## config.mk

```make
export PLATFORM = sky130hd
export DESIGN_NAME = systolic_sequencer
export DESIGN_NICKNAME = d
export VERILOG_FILES = /design/src/rtl/systolic_sequencer.sv
export SDC_FILE = /design/constraint.sdc
export NUM_CORES = 1
export LEC_CHECK = 0
export CAP_MARGIN = 40
export CORE_MARGIN = 2
export CORE_UTILIZATION = 41
export DETAILED_ROUTE_END_ITERATION = 8
export PLACE_DENSITY = 0.81
export SYNTH_ARGS = -nofsm -noshare
export SYNTH_HDL_FRONTEND = slang
export SYNTH_SLANG_ARGS = --single-unit
```

## constraint.sdc

```tcl
create_clock -name clk -period 1.8 [get_ports clk]
set_input_delay 0.36 -clock clk [delete_from_list [all_inputs] [get_ports clk]]
set_output_delay 0.36 -clock clk [all_outputs]
set_load 0.02 [all_outputs]
```

## src/rtl/systolic_sequencer.sv

```systemverilog
// Sequences one 2xK by Kx2 signed multiply through a 2x2 systolic array:
// clears the accumulators, streams diagonally skewed beats, drains, then holds the result.
module systolic_sequencer #(
   parameter int unsigned indata_size  = 8,
   parameter int unsigned K            = 2,
   parameter int unsigned DRAIN_CYCLES = 3
) (
   input  logic                     clk,
   input  logic                     reset,
   input  logic                     start,
   output logic                     busy,
   input  logic                     in_valid,
   output logic                     in_ready,
   input  logic [indata_size-1:0]   in_a0,
   input  logic [indata_size-1:0]   in_a1,
   input  logic [indata_size-1:0]   in_b0,
   input  logic [indata_size-1:0]   in_b1,
   output logic                     array_clear,
   output logic [indata_size-1:0]   arr_a1X,
   output logic [indata_size-1:0]   arr_a2X,
   output logic [indata_size-1:0]   arr_bX1,
   output logic [indata_size-1:0]   arr_bX2,
   input  logic [4*indata_size-1:0] arr_c11,
   input  logic [4*indata_size-1:0] arr_c12,
   input  logic [4*indata_size-1:0] arr_c21,
   input  logic [4*indata_size-1:0] arr_c22,
   output logic                     out_valid,
   input  logic                     out_ready,
   output logic [4*indata_size-1:0] out_c11,
   output logic [4*indata_size-1:0] out_c12,
   output logic [4*indata_size-1:0] out_c21,
   output logic [4*indata_size-1:0] out_c22
);

   localparam int unsigned BEAT_W  = (K > 1) ? $clog2(K) : 1;
   localparam int unsigned DRAIN_W = (DRAIN_CYCLES > 1) ? $clog2(DRAIN_CYCLES) : 1;

   localparam logic [2:0] S_IDLE   = 3'd0;
   localparam logic [2:0] S_CLEAR  = 3'd1;
   localparam logic [2:0] S_STREAM = 3'd2;
   localparam logic [2:0] S_DRAIN  = 3'd3;
   localparam logic [2:0] S_DONE   = 3'd4;

   logic [2:0]             state;
   logic [2:0]             state_nxt;
   logic [BEAT_W-1:0]      beat_cnt;
   logic [DRAIN_W-1:0]     drain_cnt;
   logic [indata_size-1:0] skew_a;
   logic [indata_size-1:0] skew_b;
   logic                   beat_hs;
   logic                   last_beat;
   logic                   drain_last;

   // in_ready is only ever high in STREAM, so it qualifies the handshake on its own
   assign beat_hs    = in_valid & in_ready;
   assign last_beat  = (beat_cnt == BEAT_W'(K - 1));
   assign drain_last = (drain_cnt == DRAIN_W'(DRAIN_CYCLES - 1));

   // State register
   always_ff @(posedge clk or negedge reset) begin
      if (!reset) begin
         state <= S_IDLE;
      end else begin
         state <= state_nxt;
      end
   end

   // Next-state logic
   always_comb begin
      state_nxt = state;
      case (state)
         S_IDLE:   if (start) state_nxt = S_CLEAR;
         S_CLEAR:  state_nxt = S_STREAM;
         S_STREAM: if (beat_hs && last_beat) state_nxt = S_DRAIN;
         S_DRAIN:  if (drain_last) state_nxt = S_DONE;
         S_DONE:   if (out_ready) state_nxt = S_IDLE;
         default:  state_nxt = S_IDLE;
      endcase
   end

   // Control outputs registered from the next state so they line up with it
   always_ff @(posedge clk or negedge reset) begin
      if (!reset) begin
         busy        <= 1'b0;
         in_ready    <= 1'b0;
         array_clear <= 1'b0;
         out_valid   <= 1'b0;
      end else begin
         busy        <= (state_nxt != S_IDLE);
         in_ready    <= (state_nxt == S_STREAM);
         array_clear <= (state_nxt == S_CLEAR);
         out_valid   <= (state_nxt == S_DONE);
      end
   end

   // Beat and drain counters
   always_ff @(posedge clk or negedge reset) begin
      if (!reset) begin
         beat_cnt  <= '0;
         drain_cnt <= '0;
      end else begin
         case (state)
            S_CLEAR: begin
               beat_cnt  <= '0;
               drain_cnt <= '0;
            end
            S_STREAM: if (beat_hs) beat_cnt <= beat_cnt + BEAT_W'(1);
            S_DRAIN:  drain_cnt <= drain_cnt + DRAIN_W'(1);
            default: ;
         endcase
      end
   end

   // Operand lanes: row/column 0 go straight out, row/column 1 pass through one skew stage.
   // Bubbles and drain cycles inject zeros so every product stays aligned.
   always_ff @(posedge clk or negedge reset) begin
      if (!reset) begin
         arr_a1X <= '0;
         arr_bX1 <= '0;
         arr_a2X <= '0;
         arr_bX2 <= '0;
         skew_a  <= '0;
         skew_b  <= '0;
      end else begin
         arr_a1X <= '0;
         arr_bX1 <= '0;
         arr_a2X <= '0;
         arr_bX2 <= '0;
         skew_a  <= '0;
         skew_b  <= '0;
         if (state == S_STREAM || state == S_DRAIN) begin
            arr_a2X <= skew_a;
            arr_bX2 <= skew_b;
         end
         if (state == S_STREAM && beat_hs) begin
            arr_a1X <= in_a0;
            arr_bX1 <= in_b0;
            skew_a  <= in_a1;
            skew_b  <= in_b1;
         end
      end
   end

   // Result capture on the DRAIN -> DONE edge; held until the next capture
   always_ff @(posedge clk or negedge reset) begin
      if (!reset) begin
         out_c11 <= '0;
         out_c12 <= '0;
         out_c21 <= '0;
         out_c22 <= '0;
      end else if (state == S_DRAIN && drain_last) begin
         out_c11 <= arr_c11;
         out_c12 <= arr_c12;
         out_c21 <= arr_c21;
         out_c22 <= arr_c22;
      end
   end

endmodule

```

==> results.md, run 1 <==
- 1st-pass router iterations: 4
- Nets@finish: approximately 900
- Final ANT Viol Nets: 0
- Via count: between 4,000 and 5,000
- Vias in the first global route: 5,112
- Yosys cell types: 29
- Count leader, synth: dfrtp_1
- Overall Global Routing Usage: 0.194
- Area of the mapped netlist: 0.00681 mm²
- Antenna violations before repair: 0
- Largest net degree at the start of global routing: 55
- First-pass GRT wire length: about 26,000 µm
- Synth Flop Type: dfrtp_1
- Reg clk slew, reported paths: 0.07 ns
- Syn nets: around 600
- Post-route design area: 0.0110 mm²
- P&R area growth vs syn: 62.0%
- # clock sinks: 186
- Yosys Warn Count: 0
- H-tree Lvls: 4
- Area leader, netlist: dfrtp_1
- Dpl cell area: between 0.01 and 0.015 mm²
- CTS Buffer Depth: 2
- Post-layout util: 0.673
- Maximum vdd drop: 0.857 mV
- Worst path slowest cell: clkdlybuf4s50_1
- IO Pins: 329
- Worst Path Buf+Inv: 1
- Endpoints failing setup: 0
- CORE AREA: between 0.015 and 0.02 mm²
- Asr flop ratio synth: 1.00
- GPL Wtd Cong: 0.782
- WL/cell: 17.0 µm
- Port Buf Inserts: 328
- Skew-Pair Late Insertion Delay: 0.43 ns
- Die Y-Extent: around 130 µm
- First DRT Iteration DRCs: 219
- Fmax: roughly 570 MHz
- Outcome: complete, no violations
- P_leak: 5.17 nW
- ANT cells: 0
- Slew HR: 0.729
- Top post-synthesis cells by area: dfrtp_1 (68%), mux2_2 (17%), and2_1 (4.4%), mux2_1 (4.1%), buf_6 (2.3%)
- Vias per cell: approximately 4.7
- Max incr delay on CP: 0.63 ns
- CTS buffer count: 17
- Tightest Pin Transition: around 0.4 ns
- Root buffer cell: clkbuf_16
- GR Overflow Total: 0
- Fin. max-slew vios: 0
- Worst hold slack: 0.437 ns
- Post-detail-place hpwl: 12,700 µm
- Final period utilization: 0.982
- Worst Clk Skew: 0.0153 ns
- Hold Crit Class: primary input to async pin
- Top cell type's share of synthesized area: 0.683
- Share of cells above drive strength 1: 0.196
- CP required: 1.44 ns
- Top cells by count, synth: dfrtp_1 (186), mux2_2 (103), and2_1 (48)
- Standard-cell row count: 47
- Synth Instances: 417
- Syn_area_per_cell: 16.3 µm²
- Worst Setup Start Kind: register
- Number of enable flip-flop cells after synthesis: 0
- CP cell instances: clkdlybuf4s50_1
- Critical Path End Type: output pin
- Pwr Total: 0.0186 W
- Maxcap violations: 0
- Pwr/cell area: approximately 1700 mW/mm²
- Flops & latches, synth: around 190
- Hold Fails Final Rpt: 0
- DIE WIDTH: approximately 130 µm
- Fill count: 1,113
- Initial core utilization: 0.415
- Die area: 0.0177 mm²
- CP delay by family, top: buffers and inverters
- CP arrival: about 1.4 ns
- CTS tree: yes
- Max FO, Critical Path: 2
- Critical path class: register to output pin
- Residual DRC count: 0
- Post-layout min period: 1.77 ns
- Total wire length: 16,800 µm
- Register area share after synthesis: 0.683
worst register-to-register path, cell delays in order (launching register included):
cell	delay [ns]
dfrtp_1	0.35
inv_1	0.06
ha_1	0.25
nand4b_4	0.18
buf_12	0.29
mux2_2	0.41
stage by stage:
| step | cells | setup WS [ns] | setup TNS, ns |
|---|---|---|---|
| global route | 990 | -0.0206 | -0.0206 |
| global placement | 957 | 0.202 | 0 |
| finish | 990 | 0.0324 | 0 |
| floorplan | 417 | 0.303 | 0 |
| detailed placement | 957 | 0.139 | 0 |
| CTS | 990 | 0.00131 | 0 |
layout by cell type, fill, tap and decap left out, types with 2 or more instances in the layout:
cell type	Yosys	layout
buf_12	0	6
inv_6	0	4
nor2_1	3	3
dfrtp_1	186	186
clkdlybuf4s50_1	0	269
clkinv_2	0	4
clkinvlp_4	0	3
inv_1	2	2
o21ai_0	3	3
o31a_1	2	2
mux2_2	103	103
mux2_1	25	25
dlymetal6s2s_1	0	49
clkbuf_8	0	2
clkbuf_16	0	17
and2_1	48	48
dlygate4sd2_1	0	9
nand2_1	8	8
buf_4	3	7
worst paths after layout:
kind | end | from | slack (ns) | cells after the start
min reg2reg | arr_a2X[4]$_DFF_PN0_ | skew_a[4]$_DFF_PN0_ | 0.45 | 1
max reg2reg | out_c11[11]$_DFFE_PN0P_ | drain_cnt[0]$_DFFE_PN0P_ | 0.13 | 5
max in group asynchronous | out_c21[0]$_DFFE_PN0P_ | reset | 0.74 | 3
min in group clk | arr_a2X[4]$_DFF_PN0_ | skew_a[4]$_DFF_PN0_ | 0.45 | 1
max | out_c22[15] | out_c22[15]$_DFFE_PN0P_ | 0.03 | 1
min | arr_a1X[6]$_DFF_PN0_ | reset | 0.44 | 2
state kept, by name, summed over array words and instances, names as in the netlist:
| register | cells |
|---|---|
| skew_b | 8 |
| busy | 1 |
| out_valid | 1 |
| state | 3 |
| out_c11 | 32 |
| drain_cnt | 2 |
| arr_a2X | 8 |
| arr_bX2 | 8 |
| array_clear | 1 |
| arr_bX1 | 8 |
| out_c22 | 32 |
| in_ready | 1 |
| arr_a1X | 8 |
| out_c21 | 32 |
| beat_cnt | 1 |
| out_c12 | 32 |
| skew_a | 8 |
per-layer routing:
metal / up-vias / GRT usage / routed length (µm)
li1: 2099 / - / -
met1: 2269 / 0.210 / 6130
met2: 238 / 0.336 / 8690
met3: 35 / 0.0797 / 1550
met4: 0 / 0.0812 / 481
met5: - / 0 / 0
cell type report:
type                       instances  area (µm²)  share of cell area
inverter                           2        7.51            0.000680
timing repair buffer             342        3580               0.324
clock inverter                    13         116              0.0105
clock buffer                      19         443              0.0401
sequential                       186        4650               0.422
multi-input combinational        208        1960               0.178
tap                              220         275              0.0249
power breakdown:
part | leakage, nW | internal [W] | switching [W] | total [W]
clock | 0.270 | 0.00195 | 0.00159 | 0.00354
combinational | 2.63 | 0.00436 | 0.00394 | 0.00830
sequential | 2.27 | 0.00594 | 0.000869 | 0.00681
total | 5.17 | 0.0123 | 0.00639 | 0.0186
cell families after synthesis:
kind of cell | Yosys count | synth area share
DFF | 186 | 0.683
muxes | 128 | 0.212
and+or+nand+nor | 67 | 0.0608
buffers and inverters | 23 | 0.0303
AOI/OAI and AO/OA | 11 | 0.0112
xor gates and xnor gates | 1 | 0.00129
adders and majority gates | 1 | 0.00184
repair_timing:
item / in CTS / in global routing
setup buffers: 0 / 0
resized for setup: 9 / 49
setup endpoints to repair: 9 / 49
hold buffers: 1 / 0
hold endpoints to repair: 45 / 0
pin swaps: 0 / 0
(Power assumes the default switching activity.)
==> run 2: changes to the inputs <==
--- a/config.mk
+++ b/config.mk
@@ -9,7 +9,7 @@
 export CORE_MARGIN = 2
 export CORE_UTILIZATION = 41
 export DETAILED_ROUTE_END_ITERATION = 8
-export PLACE_DENSITY = 0.81
+export PLACE_DENSITY = 0.88
 export SYNTH_ARGS = -nofsm -noshare
 export SYNTH_HDL_FRONTEND = slang
 export SYNTH_SLANG_ARGS = --single-unit
==> run 2 against run 1 <==
Critical path depth is the same. Cell count grew 0.30%. Flip-flop and latch count is the same. Highest routed layer unchanged. Core utilization grew 0.14 points.
==> results.md, run 2 (synthesis gave the netlist of run 1 again) <==
- P&R area growth vs syn: 62.3%
- Tightest Pin Transition: 0.362 ns (-0.0447 ns)
- Critical path depth: 1 (unchanged)
- Pwr/cell area: 1710 mW/mm² (+1.5%)
- Outcome: complete, no violations
- Share of cells above drive strength 1: 0.198 (+0.00183)
- Post-layout min period: 1.77 ns (+0.00449 ns)
- CTS Buffer Depth: 2 (unchanged)
- Maximum vdd drop: 1.03 mV (+21%)
- IO Pins: 329 (unchanged)
- Fmax: 564 MHz (-0.25%)
- CTS buffer count: 17 (unchanged)
- Critical Path End Type: output pin
- Total wire length: 17,100 µm (+1.5%)
- Worst Setup Start Kind: register
- Most frequent cells in the layout: clkdlybuf4s50_1 (292), dfrtp_1 (186), mux2_2 (103), and2_1 (48), dlymetal6s2s_1 (30)
- Port Buf Inserts: 328 (unchanged)
- Post-detail-place hpwl: 12,800 µm (+1.1%)
- WL/cell: 17.2 µm (+1.2%)
- Worst Clk Skew: 0.00943 ns (-0.00583 ns)
- Largest net degree at the start of global routing: 70 (+27%)
- Worst path slowest cell: clkdlybuf4s50_1
- Slew HR: 0.759 (+0.0298)
- Maxcap violations: 0 (unchanged)
- Register-to-Register Path Depth: 6 (+1)
- Hold Crit Class: primary input to async pin
- Standard-cell row count: 47 (unchanged)
- CP cell instances: clkdlybuf4s50_1
- CP arrival: 1.41 ns (about the same)
- Flop-to-flop setup slack: 0.17 ns (+0.04 ns)
- Dpl cell area: 0.0104 mm² (+0.31%)
- Post-route setup TNS: 0 ns (unchanged)
- Vias in the first global route: 5,201 (+1.7%)
- Post-route design area: 0.0111 mm² (+0.20%)
- Worst hold slack: 0.394 ns (-0.0434 ns)
- Non-Filler Instances: 993 (+0.30%)
- Reg clk slew, reported paths: 0.07 ns (about the same)
- CP required: 1.44 ns (about the same)
- H-tree Lvls: 4 (unchanged)
- Root buffer cell: clkbuf_16
- Die Y-Extent: 133 µm (unchanged)
- Die area: 0.0177 mm² (unchanged)
- Fin. max-slew vios: 0 (unchanged)
- DIE WIDTH: 133 µm (unchanged)
- Vias per cell: 4.66 (-0.67%)
- Antenna violations before repair: 0 (unchanged)
- P_leak: 5.02 nW (-2.8%)
- Overall Global Routing Usage: 0.194 (+0.000214)
- Nets@finish: 928 (+0.54%)
- Hold Fails Final Rpt: 0 (unchanged)
- GR Overflow Total: 0 (unchanged)
- R2R Path Start: drain_cnt[0]$_DFFE_PN0P_
- Final period utilization: 0.984 (+0.00249)
- Placed cells: 960 (+0.31%)
- ANT cells: 0 (unchanged)
- Initial core utilization: 0.415 (unchanged)
- CORE AREA: 0.0164 mm² (unchanged)
- CTS tree: yes
- R2R Path End: out_c21[3]$_DFFE_PN0P_
- Worst Path Buf+Inv: 1 (unchanged)
- # clock sinks: 186 (unchanged)
- 1st-pass router iterations: 4 (unchanged)
- Leading cell type in the layout, fill and taps excluded: clkdlybuf4s50_1
- Fill count: 1,124 (+0.99%)
- GPL Wtd Cong: 0.769 (-1.7%)
- Endpoints failing setup: 0 (unchanged)
- Max incr delay on CP: 0.63 ns (about the same)
- Residual DRC count: 0 (unchanged)
- Max FO, Critical Path: 2 (unchanged)
- Beginning of the critical path: out_c22[12]$_DFFE_PN0P_
- Critical path class: register to output pin
- Via count: 4,624 (-0.37%)
- End of the critical path: out_c22[12]
- Skew-Pair Late Insertion Delay: 0.41 ns (-0.02 ns)
- First-pass GRT wire length: 26,700 µm (+0.65%)
- CP delay by family, top: buffers and inverters
- Final ANT Viol Nets: 0 (unchanged)
- First DRT Iteration DRCs: 98 (-55%)
## run 2: cell count changes in the layout (fill, tap and decap cells not counted), moves of 2 or more
cell,delta
buf_12,+2
buf_4,+3
clkdlybuf4s50_1,+23
clkinvlp_4,-2
dlygate4sd2_1,-4
dlymetal6s2s_1,-19
## run 2: layout make-up
class / count / area (µm²) / share of cell area
sequential: 186 / 4650 / 0.421
timing repair buffer: 347 / 3600 / 0.325
multi-input combinational: 208 / 1960 / 0.177
clock buffer: 20 / 447 / 0.0404
tap: 220 / 275 / 0.0249
clock inverter: 10 / 118 / 0.0106
inverter: 2 / 7.51 / 0.000679
## run 2: how the worst min path moves through the flow
stage,to,slack (ns),depth (start not counted)
after floorplan,arr_a1X[0]$_DFF_PN0_,0.06,0
after global routing,out_c11[13]$_DFFE_PN0P_,0.40,2
after CTS,out_c11[13]$_DFFE_PN0P_,0.37,2
after detailed placement,out_c11[13]$_DFFE_PN0P_,0.27,1
final,out_c11[13]$_DFFE_PN0P_,0.39,2
after global placement,out_c11[13]$_DFFE_PN0P_,0.26,1
## run 2: routing by layer
layer,share of wire,global-route usage
met1,0.35,0.205
met2,0.52,0.343
met3,0.088,0.0724
met4,0.034,0.0896
met5,0,0
## run 2: timing repair
action,in CTS,in global routing
endpoints found under the setup margin,5,37
setup buffers,0,2
pin swaps,0,1
gates resized for setup,5,30
hold buffers,1,0
endpoints found under the hold margin,30,0
## run 2: where the power goes
part           internal (W)  leakage (nW)  switching [W]
logic               0.00452          2.48        0.00401
registers           0.00594          2.27       0.000896
clock network       0.00208         0.277        0.00152
total                0.0125          5.02        0.00643
## run 2: through the flow
stage | util | power (W) | setup slack, ns
after floorplan | - | 0.0110 | 0.303
after global placement | 0.633 | 0.0152 | 0.107
after detailed placement | 0.633 | 0.0156 | 0.0692
after CTS | 0.668 | 0.0192 | 0.000408
after global routing | 0.674 | 0.0199 | -0.00977
final | 0.674 | 0.0190 | 0.0279
